**config.mk**
```make
export PLATFORM = sky130hd
export DESIGN_NAME = sound_player
export DESIGN_NICKNAME = d
export VERILOG_FILES = /design/src/rtl/sound_pkg.sv /design/src/rtl/pwm_gen.sv /design/src/rtl/sound_player.sv
export SDC_FILE = /design/constraint.sdc
export NUM_CORES = 1
export LEC_CHECK = 0
export ABC_AREA = 1
export CELL_PAD_IN_SITES_DETAIL_PLACEMENT = 1
export CELL_PAD_IN_SITES_GLOBAL_PLACEMENT = 1
export CORE_UTILIZATION = 40
export CTS_CLUSTER_SIZE = 10
export DETAILED_ROUTE_END_ITERATION = 6
export PLACE_DENSITY_LB_ADDON = 0.15
export SYNTH_ARGS = -nofsm -noshare
export SYNTH_HDL_FRONTEND = slang
export SYNTH_SLANG_ARGS = --single-unit
```
**constraint.sdc**
```tcl
create_clock -name clk -period 2.8 [get_ports clk]
set_input_delay 0.56 -clock clk [delete_from_list [all_inputs] [get_ports clk]]
set_output_delay 0.56 -clock clk [all_outputs]
set_load 0.05 [all_outputs]
```
**src/rtl/sound_pkg.sv**
```systemverilog
// sound_pkg: constants and types shared by the sound player and the sound recorder.
//   SAMPLE_DIV  - clk cycles per audio sample
//   PWM_PERIOD  - clk cycles per PWM frame (duty full-scale)
//   FIRST_ADDR  - first sample RAM address of a take
//   NUM_SAMPLES - samples per take
//   PWM_FULL    - duty value that drives the PWM output constantly high
package sound_pkg;

    localparam int          SAMPLE_DIV  = 512;
    localparam int          PWM_PERIOD  = 128;
    localparam logic [15:0] FIRST_ADDR  = 16'h0001;
    localparam int          NUM_SAMPLES = 65536;
    localparam logic [7:0]  PWM_FULL    = 8'd128;

    typedef enum logic [1:0] {IDLE, PLAY, DONE} play_state_t;

endpackage

```
**src/rtl/pwm_gen.sv**
```systemverilog
// pwm_gen: free-running PWM frame counter with registered duty compare.
// Ports:
//   clk     in  system clock
//   rst     in  synchronous active-high reset
//   en      in  1 while the output may toggle; 0 clears counter and output
//   restart in  restart the frame (counter back to 0) on the next edge
//   duty    in  high cycles per frame, 0..PWM_PERIOD
//   pwm_out out registered (pwm_cnt < duty)
module pwm_gen
    import sound_pkg::*;
(
    input  logic       clk,
    input  logic       rst,
    input  logic       en,
    input  logic       restart,
    input  logic [7:0] duty,
    output logic       pwm_out
);

    localparam int CNT_W = $clog2(PWM_PERIOD);

    logic [CNT_W-1:0] pwm_cnt;

    always_ff @(posedge clk) begin
        if (rst || !en) begin
            pwm_cnt <= '0;
            pwm_out <= 1'b0;
        end else begin
            // The extra zero bit lets duty == PWM_PERIOD compare true for every count.
            pwm_out <= ({1'b0, pwm_cnt} < duty);
            if (restart) begin
                pwm_cnt <= '0;
            end else begin
                pwm_cnt <= pwm_cnt + 1'b1;
            end
        end
    end

endmodule

```
**src/rtl/sound_player.sv**
```systemverilog
// sound_player: reads one recorded take back from the sample RAM and plays it as PWM audio.
// Each sample is held for SAMPLE_DIV clk cycles; its PDM one-count (bits [9:2]) becomes the
// PWM duty, saturated to PWM_FULL.
// Ports:
//   clk       in   system clock
//   rst       in   synchronous active-high reset
//   sw_play   in   play button (level); playback starts on its rising edge
//   data_addr out  RAM read address
//   data_din  in   RAM read data, valid RD_LAT cycles after data_addr
//   AUD_PWM   out  PWM audio
//   AUD_SD    out  amplifier enable, 1 while playing
//   play_busy out  1 while playing
// Build option: define PLAYER_LOOP_EN to repeat the take for as long as sw_play is held;
// without it every press plays the take exactly once.
module sound_player
    import sound_pkg::*;
#(
    parameter int          SAMPLE_DIV  = sound_pkg::SAMPLE_DIV,
    parameter int          RD_LAT      = 1,
    parameter logic [15:0] FIRST_ADDR  = sound_pkg::FIRST_ADDR,
    parameter int          NUM_SAMPLES = sound_pkg::NUM_SAMPLES
)(
    input  logic        clk,
    input  logic        rst,
    input  logic        sw_play,
    output logic [15:0] data_addr,
    input  logic [15:0] data_din,
    output logic        AUD_PWM,
    output logic        AUD_SD,
    output logic        play_busy
);

    localparam int                 TIMER_W    = $clog2(SAMPLE_DIV);
    localparam logic [TIMER_W-1:0] TIMER_LAST = TIMER_W'(SAMPLE_DIV - 1);
    localparam logic [TIMER_W-1:0] TIMER_LOAD = TIMER_W'(RD_LAT);
    localparam logic [16:0]        SMP_LAST   = 17'(NUM_SAMPLES - 1);

    play_state_t        state;
    logic               sw_play_d;
    logic [TIMER_W-1:0] timer;
    logic [16:0]        smp_cnt;
    logic [7:0]         duty;

    logic sample_end;
    logic take_end;
    logic loop_take;
    logic leave_play;
    logic duty_load;
    logic pwm_en;
    logic unused_lsbs;

    // Low two bits are below the one-count resolution.
    assign unused_lsbs = ^data_din[1:0];

    // smp holds data_din[15:2]: [13:8] are above the valid 0..512 range.
    function automatic logic [7:0] sat(input logic [13:0] smp);
        if ((smp[13:8] != '0) || (smp[7:0] > PWM_FULL)) begin
            return PWM_FULL;
        end
        return smp[7:0];
    endfunction

    assign sample_end = (state == PLAY) && (timer == TIMER_LAST);
    assign take_end   = sample_end && (smp_cnt == SMP_LAST);
    assign duty_load  = (state == PLAY) && (timer == TIMER_LOAD);

`ifdef PLAYER_LOOP_EN
    assign loop_take = sw_play;
`else
    assign loop_take = 1'b0;
`endif

    assign leave_play = take_end && !loop_take;

    // Dropping enable on the leaving edge makes AUD_PWM low in the first DONE cycle.
    assign pwm_en = (state == PLAY) && !leave_play;

    always_ff @(posedge clk) begin
        if (rst) begin
            state     <= IDLE;
            sw_play_d <= 1'b0;
            timer     <= '0;
            smp_cnt   <= '0;
            data_addr <= '0;
            duty      <= '0;
            AUD_SD    <= 1'b0;
            play_busy <= 1'b0;
        end else begin
            sw_play_d <= sw_play;
            case (state)
                IDLE: begin
                    if (sw_play && !sw_play_d) begin
                        data_addr <= FIRST_ADDR;
                        timer     <= '0;
                        smp_cnt   <= '0;
                        // Zero duty keeps AUD_PWM low until the first sample arrives.
                        duty      <= '0;
                        state     <= PLAY;
                        AUD_SD    <= 1'b1;
                        play_busy <= 1'b1;
                    end
                end
                PLAY: begin
                    timer <= sample_end ? '0 : timer + 1'b1;
                    if (duty_load) begin
                        duty <= sat(data_din[15:2]);
                    end
                    if (sample_end) begin
                        if (leave_play) begin
                            state     <= DONE;
                            AUD_SD    <= 1'b0;
                            play_busy <= 1'b0;
                        end else if (take_end) begin
                            data_addr <= FIRST_ADDR;
                            smp_cnt   <= '0;
                        end else begin
                            data_addr <= data_addr + 16'd1;
                            smp_cnt   <= smp_cnt + 17'd1;
                        end
                    end
                end
                DONE: begin
                    if (!sw_play) begin
                        state <= IDLE;
                    end
                end
                default: state <= IDLE;
            endcase
        end
    end

    pwm_gen u_pwm (
        .clk     (clk),
        .rst     (rst),
        .en      (pwm_en),
        .restart (duty_load),
        .duty    (duty),
        .pwm_out (AUD_PWM)
    );

endmodule

```
== Yosys cells after proc, flatten, opt, wreduce, memory -nomap -nowiden ==
Index checks and enable logic that the tools add are counted.
Storage, ports and cells
  register bits: 62
  input bits: 19
  output and inout port bits: 19
  word-level logic and storage cells: 74
Operators by class
  $add $sub $neg: 4
  magnitude comparators: 2
  equal/unequal tests: 11
  multiplexer cells: 29
  reduce and logical (&&, ||, !) cells: 19
Operator list (count)
  17-bit 2-to-1 mux: 3
  16-bit 2-to-1 mux: 3
  17-bit case mux with 2 select lines: 1
  8-bit 2-to-1 mux: 4
  16-bit case mux with 2 select lines: 1
  9-bit 2-to-1 mux: 2
  9-bit case mux with 2 select lines: 1
  17-bit by 1-bit adder with 17-bit output, second input constant: 1
  17-bit by 16-bit == test with 1-bit output, second input constant: 1
  16-bit by 1-bit adder with 16-bit output, second input constant: 1
  8-bit case mux with 2 select lines: 1
  2-bit inequality test, second input constant: 6
  4-bit AND reduction: 3
  9-bit by 1-bit adder with 9-bit output, second input constant: 1
  9-bit by 1-bit == test with 1-bit output, second input constant: 1
  9-bit == test, second input constant: 1
  8-bit greater-than comparator, second input constant: 1
  7-bit by 8-bit less-than comparator with 1-bit output: 1
  2-bit 2-to-1 mux: 4
  7-bit by 1-bit adder with 7-bit output, second input constant: 1
  1-bit 2-to-1 mux: 7
  2-bit case mux with 3 select lines: 1
  6-bit nonzero test: 1
  1-bit logical AND: 5
  10 further kinds: 13

== Longest topological paths before layout ==
  depth after elaboration: 9
  mapped depth: 18

== Cells and area by module ==
A second synthesis with hierarchy kept.
Unflattened totals
  cell total of the unflattened synthesis: 507
  area total of the unflattened synthesis: 3296.9 sq um
Modules (own cells, without submodules)
  sound_player: times used 1, cells each 439, area an instance 2807.7 sq um, sequential area each 1081.0 sq um
  pwm_gen: times used 1, cells each 68, area an instance 489.2 sq um, sequential area each 160.2 sq um

== Worst setup path before layout ==
OpenSTA, ideal clock, no wires.
  kind: reg2reg
  start point: register smp_cnt[1]
  end point: register smp_cnt[12]
  setup time: 0.114 ns
  arrival time: 1.841 ns
  setup slack: 0.845 ns
  stages on the path, launching flop included: 18
  path buffers: 2
  cells stage by stage: dfxtp_1 > ha_1 > nand2_1 > nor2_1 > nand2_1 > inv_1 > nand2_1 > nor3_1 > ha_1 > nand2_1 > inv_1 > nand2_1 > nand2_2 > nor2_4 > buf_6 > buf_6 > a21oi_1 > nor2_1
On the way
  longest elaborated chain between the ends: 4
  elaborated cells between the ends (all ways): 8
  those cells by class: add/sub: 1; eq/ne: 2; mux: 3; reduce/logical: 2
RTL lines
  start, declared: RTL line sound_player.sv:41  | logic [16:0] smp_cnt;
  start signal, assigned: RTL line sound_player.sv:118  | smp_cnt <= smp_cnt + 17'd1;
  17-bit by 1-bit adder with 17-bit output or 17-bit by 16-bit == test with 1-bit output (tied branches): RTL line sound_player.sv:118, sound_player.sv:64
  17-bit 2-to-1 mux or 1-bit logical AND (tied branches): RTL line sound_player.sv:109, sound_player.sv:64
  17-bit 2-to-1 mux or 2-bit inequality test (tied branches)
  17-bit case mux with 2 select lines or 4-bit AND reduction (tied branches)
Parallel ways exist; a longest one is shown, timed or not. The select of a mux whose other input is x is not followed.
A chain may end at the register's enable or synchronous reset.

== Worst setup path in the final report ==
  start point: register smp_cnt[0]
  end point: register data_addr[11]
On the way
  longest elaborated chain between the ends: 4
RTL lines
  17-bit by 16-bit == test with 1-bit output: RTL line sound_player.sv:64  | assign take_end = sample_end && (smp_cnt == SMP_LAST);
  1-bit logical AND: RTL line sound_player.sv:64
  2-bit inequality test (no source line)
  4-bit AND reduction (no source line)
  end signal, assigned: RTL line sound_player.sv:117  | data_addr <= data_addr + 16'd1;
  end, declared: RTL line sound_player.sv:26  | output logic [15:0] data_addr,
No other way between the ends.

==> run_results.csv <==
group,metric,value,unit
placement,port_buffers,35,
critical_path,rr_worst_depth,17,
run,cap_viol_max_count,0,
global_route,grt_max_degree,26,
critical_path,path_class,"reg -> reg",
timing,tightest_slew,0.592,ns
clock_tree,cts_made_buffers,9,
clock_tree,cts.sinks,62,
global_route,grt_pass1_vias,3234,
global_route,gr-usage-all-layers,21.4,%
timing,min_period_over_period,90.4,%
timing,finalSetupViolCount,0,
timing,max_freq,395,MHz
synthesis,syn_avg_cell_area,6.65,um2
die,initial_core_util,41.8,%
final_layout,post-route-cell-area,0.00396,mm2
status,status,"completed",
detailed_routing,wirelength,8530,um
clock_tree,htreeDepth,3,
detailed_routing,drt_iter0_drc,125,
die,die_w,92.5,um
final_layout,drive_above_1_share,7.39,%
timing,fin_skew,0.00986,ns
critical_path,cp_data_arrival_time,2.81,ns
synthesis,synth_cells,493,
detailed_routing,antenna_left,0,
power_and_ir_drop,peakVddDrop,0.000258,V
detailed_routing,drc,0,
placement,placed_cell_area,0.00371,mm2
placement,dp.cells,623,
placement,dp_hpwl,5890,um
final_layout,mostFrequentLayoutCells,"nand2_1, nor2_1, inv_1",
timing,slew_violations,0,
detailed_routing,via_count,3171,
global_route,grt_overflow,0,
min_path,worstHoldPathCells,2,
synthesis,synth_ff_type,"dfxtp_1",
global_route,grt_first_pass_wirelength,14500,um
clock_tree,clkTransAtPathRegs,0.07,ns
die,num_rows,32,
timing,min_period,2.53,ns
final_layout,final_cells,643,
synthesis,synth_edf_count,0,
final_layout,antenna_cells,0,
timing,hold_viol,0,
final_layout,final_common_cell,"nand2_1",
die,die-area,0.00856,mm2
power_and_ir_drop,p_leak,1.58,nW
global_route,antenna_found_initial,0,
detailed_routing,vias_per_cell,4.93,
synthesis,netlist_area,0.00328,mm2
clock_tree,clockBufferDepth,2,
final_layout,final_net_count,568,
die,die_h,92.5,um
clock_tree,cts_root_buffer,"clkbuf_8",
die,ios,38,
timing,rsz0062_at_grt,"no",
synthesis,async_flop_share,0,%
synthesis,ys_seq_area_share,37.8,%
clock_tree,clock_latency,0.34,ns
clock_tree,cts_tree,"done",
final_layout,fillers,1059,
detailed_routing,drt-pass1-iter-count,4,
synthesis,synth_cell_type_count,30,
synthesis,yosysWarnings,0,
synthesis,yosys_register_bits,62,
die,core_region_area,0.00785,mm2
synthesis,syn-num-nets,525,
detailed_routing,routedWlPerCell,13.3,um
critical_path,critPathRequiredTime,3.08,ns
critical_path,start_kind,"flop",
placement,gp_congestion,0.746,
timing,slew_headroom,60.3,%
critical_path,end_kind,"flop",
timing,whs,0.484,ns
critical_path,crit_fanout,11,
final_layout,syn2layout_area_growth,20.6,%
power_and_ir_drop,powerDensity,485,mW/mm2
min_path,min_path_type,"reg -> reg",
-- final timing paths --
check                           startpoint       endpoint  slack, ns
worst max-delay path            smp_cnt[0]  data_addr[11]       0.27
worst min-delay path              timer[8]       timer[8]       0.48
worst max register to register  smp_cnt[0]  data_addr[11]       0.27
worst min register to register    timer[8]       timer[8]       0.48
-- repair_timing --
item,4_1_cts,5_1_grt
pin swaps,1,1
buffers inserted,0,2
gates resized for setup,0,3
hold buffers,0,0
setup endpoints to repair,10,22
cloned,1,1
-- worst max-delay path: stages (launching register included) --
cell	delay, ns
dfxtp_1	0.32
ha_1	0.23
nand2_1	0.10
nor2_1	0.04
nand2_1	0.09
inv_1	0.05
nand2_1	0.11
nor3_2	0.07
ha_1	0.19
nand2_1	0.08
inv_1	0.04
nand2_1	0.11
nand2_2	0.13
nor2_2	0.49
nand3_1	0.18
nand2_1	0.10
nand2_1	0.05
nor2_1	0.09
-- synthesized netlist by cell type (2+ instances only) --
cell      instances  area, um2
buf_6             2       22.5
nand3_2           2       20.0
nor3_1            2       10.0
dfxtp_1          62       1240
clkbuf_1          3       11.3
a21oi_1          36        180
nor2_4            2       22.5
nand2_1         117        439
nand3b_1          8       60.1
ha_1             13        163
nand4_1          12       75.1
a31oi_1           3       18.8
o21ai_0          13       65.1
nor3b_1           4       30.0
nor2_1           86        323
buf_4             4       30.0
nand2_2           4       25.0
inv_1            64        240
or2_2             2       12.5
buf_2             2       10.0
and2_1            3       18.8
nand3_1          38        190
inv_2             2       7.51
nor2_2            2       12.5
xor2_1            2       17.5
-- cell type report --
| class | instances | area [um2] | share of cell area [%] |
|---|---|---|---|
| clock inverter | 4 | 45.0 | 1.14 |
| inverter | 66 | 251 | 6.36 |
| multi-input combinational | 356 | 1740 | 44.0 |
| sequential | 62 | 1240 | 31.4 |
| clock buffer | 12 | 155 | 3.92 |
| timing repair buffer | 41 | 395 | 10.0 |
| tap | 102 | 128 | 3.23 |
-- state kept, by name, summed over array words and instances, names as in the netlist --
name / cells
data_addr: 16
duty: 8
play_busy: 1
smp_cnt: 17
state: 2
sw_play_d: 1
timer: 9
u_pwm.pwm_cnt: 7
u_pwm.pwm_out: 1
-- per-layer routing --
layer	track usage, %	part of all wire [%]
met1	26.3	48
met2	37.5	48
met3	5.34	2.9
met4	4.69	0.80
met5	0	0
-- power breakdown --
part / internal, W / switching (W) / total, W
clock network: 0.000456 / 0.000350 / 0.000805
logic: 0.0000710 / 0.000138 / 0.000209
registers: 0.000893 / 0.00000982 / 0.000903
total: 0.00142 / 0.000498 / 0.00192
-- cells by family after synthesis --
| logic type | synth area share [%] |
|---|---|
| and+or+nand+nor | 38.0 |
| xor gates and xnor gates | 0.534 |
| AOI/OAI and AO/OA | 8.89 |
| adders and majority gates | 4.96 |
| buffers and inverters | 9.81 |
| DFF | 37.8 |
-- stage by stage --
| step | total power, W | setup TNS, ns | util [%] | setup WS (ns) |
|---|---|---|---|---|
| 3_3_place_gp | 0.00111 | -0.345 | 47.3 | -0.145 |
| 3_5_place_dp | 0.00112 | -1.35 | 47.3 | -0.279 |
| 4_1_cts | 0.00193 | 0 | 50.0 | 0.0343 |
| 6_report | 0.00192 | 0 | 50.4 | 0.269 |
| 2_1_floorplan | 0.00105 | 0 | - | 0.845 |
| 5_1_grt | 0.00201 | 0 | 50.4 | 0.0168 |
Note: power is estimated with default switching activity, not from simulation.
